**src/rtl/hfrv_bus_tracer.sv**
```systemverilog
// hfrv_bus_tracer: passive snoop of HF-RISC-V memory bus transactions.
// One trace entry per completed access is captured into a single-entry
// stage, pushed into a show-ahead FIFO one cycle later (so read data that
// returns the cycle after accept can be merged), and drained by the
// monitor through trc_valid_o/trc_ready_i. Entries that find the FIFO full
// are dropped and reported through ovf_o and a saturating drop_cnt_o.
//
// Optional feature macro: TRACE_TIMESTAMP_EN
//   defined   - 32-bit free-running cycle counter; its value at the accept
//               edge is stored per entry and driven on trc_ts_o.
//   undefined - counter and timestamp storage are not built; trc_ts_o = 0.

module hfrv_bus_tracer #(
  parameter int DEPTH = 16
) (
  input  logic                     clk,
  input  logic                     reset,
  input  logic [31:0]              bus_addr_i,
  input  logic [31:0]              bus_wdata_i,
  input  logic [31:0]              bus_rdata_i,
  input  logic [3:0]               bus_we_i,
  input  logic                     bus_access_i,
  input  logic                     bus_stall_i,
  output logic                     trc_valid_o,
  input  logic                     trc_ready_i,
  output logic [31:0]              trc_addr_o,
  output logic [31:0]              trc_data_o,
  output logic [3:0]               trc_we_o,
  output logic [31:0]              trc_ts_o,
  output logic [$clog2(DEPTH):0]   level_o,
  output logic                     ovf_o,
  output logic [15:0]              drop_cnt_o,
  input  logic                     clr_i
);

  localparam int AW = $clog2(DEPTH);

  // capture stage
  logic        accept;
  logic        stg_vld;
  logic [31:0] stg_addr;
  logic [31:0] stg_wdata;
  logic [3:0]  stg_we;

  // fifo storage and pointers (extra msb is the wrap bit)
  logic [31:0] mem_addr [DEPTH];
  logic [31:0] mem_data [DEPTH];
  logic [3:0]  mem_we   [DEPTH];
  logic [AW:0] wr_ptr;
  logic [AW:0] rd_ptr;
  logic [AW-1:0] wr_idx;
  logic [AW-1:0] rd_idx;

  logic        empty;
  logic        full;
  logic        pop;
  logic        wr_en;
  logic        drop;
  logic [31:0] push_data;

  logic        ovf_q;
  logic [15:0] drop_cnt_q;

  assign accept = bus_access_i & ~bus_stall_i;

`ifdef TRACE_TIMESTAMP_EN
  logic [31:0] ts_cnt;
  logic [31:0] stg_ts;
  logic [31:0] mem_ts [DEPTH];

  // free-running cycle counter, wraps naturally
  always_ff @(posedge clk or posedge reset) begin
    if (reset) ts_cnt <= '0;
    else       ts_cnt <= ts_cnt + 32'd1;
  end
`endif

  // capture stage: loads on every accept regardless of fifo state
  always_ff @(posedge clk or posedge reset) begin
    if (reset) begin
      stg_vld   <= 1'b0;
      stg_addr  <= '0;
      stg_wdata <= '0;
      stg_we    <= '0;
`ifdef TRACE_TIMESTAMP_EN
      stg_ts    <= '0;
`endif
    end else begin
      stg_vld <= accept;
      if (accept) begin
        stg_addr  <= bus_addr_i;
        stg_wdata <= bus_wdata_i;
        stg_we    <= bus_we_i;
`ifdef TRACE_TIMESTAMP_EN
        stg_ts    <= ts_cnt;
`endif
      end
    end
  end

  assign wr_idx = wr_ptr[AW-1:0];
  assign rd_idx = rd_ptr[AW-1:0];
  assign empty  = (wr_ptr == rd_ptr);
  assign full   = (wr_ptr[AW] != rd_ptr[AW]) && (wr_idx == rd_idx);
  assign pop    = ~empty & trc_ready_i;
  // a pop on the same edge frees the slot, so a full fifo still accepts
  assign wr_en  = stg_vld & (~full | pop);
  assign drop   = stg_vld & full & ~pop;

  // read data arrives the cycle after accept, i.e. at the push edge
  assign push_data = (stg_we != 4'h0) ? stg_wdata : bus_rdata_i;

  // fifo storage; cleared on reset so the head reads zero after reset
  always_ff @(posedge clk or posedge reset) begin
    if (reset) begin
      for (int i = 0; i < DEPTH; i++) begin
        mem_addr[i] <= '0;
        mem_data[i] <= '0;
        mem_we[i]   <= '0;
`ifdef TRACE_TIMESTAMP_EN
        mem_ts[i]   <= '0;
`endif
      end
    end else if (wr_en) begin
      mem_addr[wr_idx] <= stg_addr;
      mem_data[wr_idx] <= push_data;
      mem_we[wr_idx]   <= stg_we;
`ifdef TRACE_TIMESTAMP_EN
      mem_ts[wr_idx]   <= stg_ts;
`endif
    end
  end

  // write/read pointers
  always_ff @(posedge clk or posedge reset) begin
    if (reset) begin
      wr_ptr <= '0;
      rd_ptr <= '0;
    end else begin
      if (wr_en) wr_ptr <= wr_ptr + 1'b1;
      if (pop)   rd_ptr <= rd_ptr + 1'b1;
    end
  end

  // overflow flag and saturating drop counter; a drop beats a clear
  always_ff @(posedge clk or posedge reset) begin
    if (reset) begin
      ovf_q      <= 1'b0;
      drop_cnt_q <= '0;
    end else if (drop) begin
      ovf_q <= 1'b1;
      if (clr_i)                       drop_cnt_q <= 16'd1;
      else if (drop_cnt_q != 16'hFFFF) drop_cnt_q <= drop_cnt_q + 16'd1;
    end else if (clr_i) begin
      ovf_q      <= 1'b0;
      drop_cnt_q <= '0;
    end
  end

  assign trc_valid_o = ~empty;
  assign trc_addr_o  = mem_addr[rd_idx];
  assign trc_data_o  = mem_data[rd_idx];
  assign trc_we_o    = mem_we[rd_idx];
  assign level_o     = wr_ptr - rd_ptr;
  assign ovf_o       = ovf_q;
  assign drop_cnt_o  = drop_cnt_q;

`ifdef TRACE_TIMESTAMP_EN
  assign trc_ts_o = mem_ts[rd_idx];
`else
  assign trc_ts_o = '0;
`endif

endmodule
```
**config.mk**
```make
export PLATFORM = sky130hd
export DESIGN_NAME = hfrv_bus_tracer
export DESIGN_NICKNAME = d
export VERILOG_FILES = /design/src/rtl/hfrv_bus_tracer.sv
export SDC_FILE = /design/constraint.sdc
export NUM_CORES = 2
export LEC_CHECK = 0
export CORE_ASPECT_RATIO = 0.75
export CORE_MARGIN = 5
export CORE_UTILIZATION = 40
export DETAILED_ROUTE_END_ITERATION = 10
export REMOVE_ABC_BUFFERS = 1
export SETUP_SLACK_MARGIN = 0.5
export SLEW_MARGIN = 20
export SYNTH_ARGS = -nofsm -noshare
export SYNTH_HDL_FRONTEND = slang
export SYNTH_SLANG_ARGS = --single-unit
```
**constraint.sdc**
```tcl
create_clock -name clk -period 74.2 [get_ports clk]
set_input_delay 18.55 -clock clk [delete_from_list [all_inputs] [get_ports clk]]
set_output_delay 18.55 -clock clk [all_outputs]
set_load 0.05 [all_outputs]
```
==> flow_metrics.tcl <==
set metrics [dict create \
    required_ps 55650 \
    cts_resized 0 \
    relSlewSlack_pct 24.2 \
    synth_area_per_cell_um2 14.0 \
    drc 0 \
    routed_wl_um 132000 \
    dr.pass1.iters 5 \
    core_area_um2 131000 \
    start_util_pct 40.2 \
    r2r_start "rd_ptr[1]" \
    status "finished clean" \
    yosysMostFrequentCell "dfrtp_1" \
    dieArea_um2 139000 \
    antenna_found_initial 0 \
    layout.nets 3922 \
    critPathCaptureType "primary output" \
    powerDensity_nw_per_um2 45.8 \
    place_area_um2 55700 \
    fmax_mhz 39.4 \
    r2r_slack_ps 68570 \
    post_cts_buffers 0 \
    synth_area_leaders "dfrtp_1, mux4_2, mux2_2" \
    drive_above_1_share_pct 31.2 \
    hpwl_um 71700 \
    yosysWarnings 0 \
    die_h_um 324 \
    synth_commonest_cells "dfrtp_1, mux2_2, o21ai_0, nand2_1, mux4_2" \
    yosysSeqAreaShare_pct 56.4 \
    ys_seq_elements 1184 \
    place_congestion 0.726 \
    via_per_inst 5.39 \
    hold_viol 0 \
    synth.largest_area_cell "dfrtp_1" \
    yosys_most_used_dff "dfrtp_1" \
    setup.worst_path.start "rd_ptr[0]" \
    htreeDepth 3 \
    crit_fanout 103 \
    clk_latency_ps 740 \
    numCtsBuffers 118 \
    grt_pass1_vias 31600 \
    clk_pin_slew_worst_paths_ps 70 \
    slew_violations 0 \
    fin_skew_ps 31.6 \
    hp-class "reg -> reg" \
    grt_first_pass_wirelength_um 206000 \
    tns_ps 0 \
    cts_hold_buf 0 \
    grt_overflow 0 \
    final_area_um2 59600 \
    cts_buffer_depth 3 \
    port_buffers 196 \
    cap_violations 0 \
    start_kind "register" \
    rows 115 \
    peakVddDrop_uv 41.5 \
    rsz0062_at_grt "false" \
    synthCells 3748 \
    track_usage_pct 19.3 \
    period_needed_ps 25390 \
    areaGrowthSynthToFinish_pct 13.3 \
    yosysTopAreaCellShare_pct 56.4 \
    die-width_um 429 \
    cts_root_buffer "clkbuf_16" \
    ant_nets 0 \
    grt_max_degree 180 \
    synth_edf_count 0 \
    routed-via-count 30500 \
    wl_per_cell_um 23.4 \
    timing.final.crit_share_pct 34.2 \
    clock-sinks 1184 \
    setup_viol 0 \
    drt-initial-drc-count 2074 \
    synthArstFlopShare_pct 100 \
    worstMarginPinSlew_ps 1120 \
    cp.arrival_ps 6840 \
    path_class "reg -> out" \
    netlist_area_um2 52600 \
    hold_path.startpoint "mem_data[131]" \
    power_uw 2730 \
    num_io_pins 229 \
    leakage_uw 0.0264 \
    cts_tree "yes" \
    synth_cell_type_count 48 \
]
cell families (layout without fill, tap and decap cells):
family                   Yosys count  in the layout  synth area share, %
buffers and inverters            376            497                 3.68
AND/OR/NAND/NOR                  593            593                 4.84
other                              1             34              0.00713
adder cells (fa/ha/maj)           11             11                0.276
XOR/XNOR                          17             17                0.298
flip-flops                      1184           1184                 56.4
multiplexers                    1017           1017                 29.3
AO/OA/AOI/OAI                    549            549                 5.28
layout make-up:
cell class | instances | area, µm²
Multi-Input combinational cell | 2219 | 21200
Inverter | 11 | 53.8
Timing Repair Buffer | 271 | 2590
Sequential cell | 1184 | 29600
Clock inverter | 42 | 384
Fill cell | 11700 | 71200
Tap cell | 1755 | 2200
Antenna cell | 2 | 5.00
Clock buffer | 173 | 3440
power breakdown:
part / internal, µW / switching [µW] / total [µW] / leakage (µW)
Sequential: 918 / 169 / 1090 / 0.0154
Combinational: 518 / 531 / 1050 / 0.00916
Clock: 332 / 262 / 594 / 0.00189
placed cells by master (no fill, tap or decap), types with 4 or more instances in the layout:
| cell | n |
|---|---|
| buf_12 | 5 |
| and3_1 | 7 |
| and4_1 | 4 |
| buf_4 | 68 |
| inv_1 | 9 |
| xor2_1 | 6 |
| nand3_1 | 11 |
| nand3_4 | 6 |
| and2_1 | 4 |
| clkbuf_1 | 28 |
| mux2i_1 | 15 |
| clkinv_2 | 25 |
| dfrtp_1 | 1181 |
| xnor2_1 | 10 |
| a21oi_1 | 7 |
| mux2_1 | 69 |
| o21ai_0 | 532 |
| clkbuf_8 | 26 |
| clkbuf_16 | 119 |
| mux4_2 | 340 |
| clkinvlp_4 | 5 |
| nor2_1 | 5 |
| mux2_2 | 540 |
| nand2_1 | 519 |
| nand4_1 | 12 |
| mux2_4 | 36 |
| nor2b_1 | 4 |
| clkdlybuf4s50_1 | 196 |
| ha_1 | 10 |
| inv_6 | 4 |
| mux2i_2 | 16 |
| conb_1 | 32 |
| nand4_4 | 7 |
final timing paths:
path                       depth (start not counted)            end
max                                                7  trc_data_o[6]
min                                                2  mem_data[131]
max reg2reg                                       10  mem_addr[150]
min reg2reg                                        2  mem_data[131]
max in group asynchronous                          7  mem_addr[375]
min in group asynchronous                          2    stg_addr[3]
worst max-delay path: stages, from the launching register on:
cell	delay, ps
dfrtp_4	1020
buf_4	790
buf_12	660
buf_6	690
buf_4	860
mux4_2	610
mux4_2	530
clkdlybuf4s50_1	750
routing by layer:
metal / global-route usage, % / part of all wire [%]
met1: 28.7 / 48
met5: 0 / 0
met4: 3.82 / 1.9
met2: 29.8 / 46
met3: 3.68 / 4.6
per-stage QoR:
stage / setup WS, ps / instances / hold WS [ps] / util, %
2_1_floorplan: 22300 / 3414 / 445 / -
3_3_place_gp: 49070 / 5440 / 456 / 42.6
3_5_place_dp: 49040 / 5440 / 465 / 42.6
4_1_cts: 48240 / 5655 / 479 / 45.5
5_1_grt: 48140 / 5655 / 491 / 45.5
6_report: 48810 / 5657 / 473 / 45.5
registers in the layout, indices dropped and copies added (netlist names):
signal,count
stg_we,4
mem_data,512
stg_addr,32
ovf_o,1
stg_vld,1
mem_addr,512
stg_wdata,32
mem_we,64
wr_ptr,5
rd_ptr,5
drop_cnt_o,16
No activity file was read; power rests on OpenSTA's default activity.
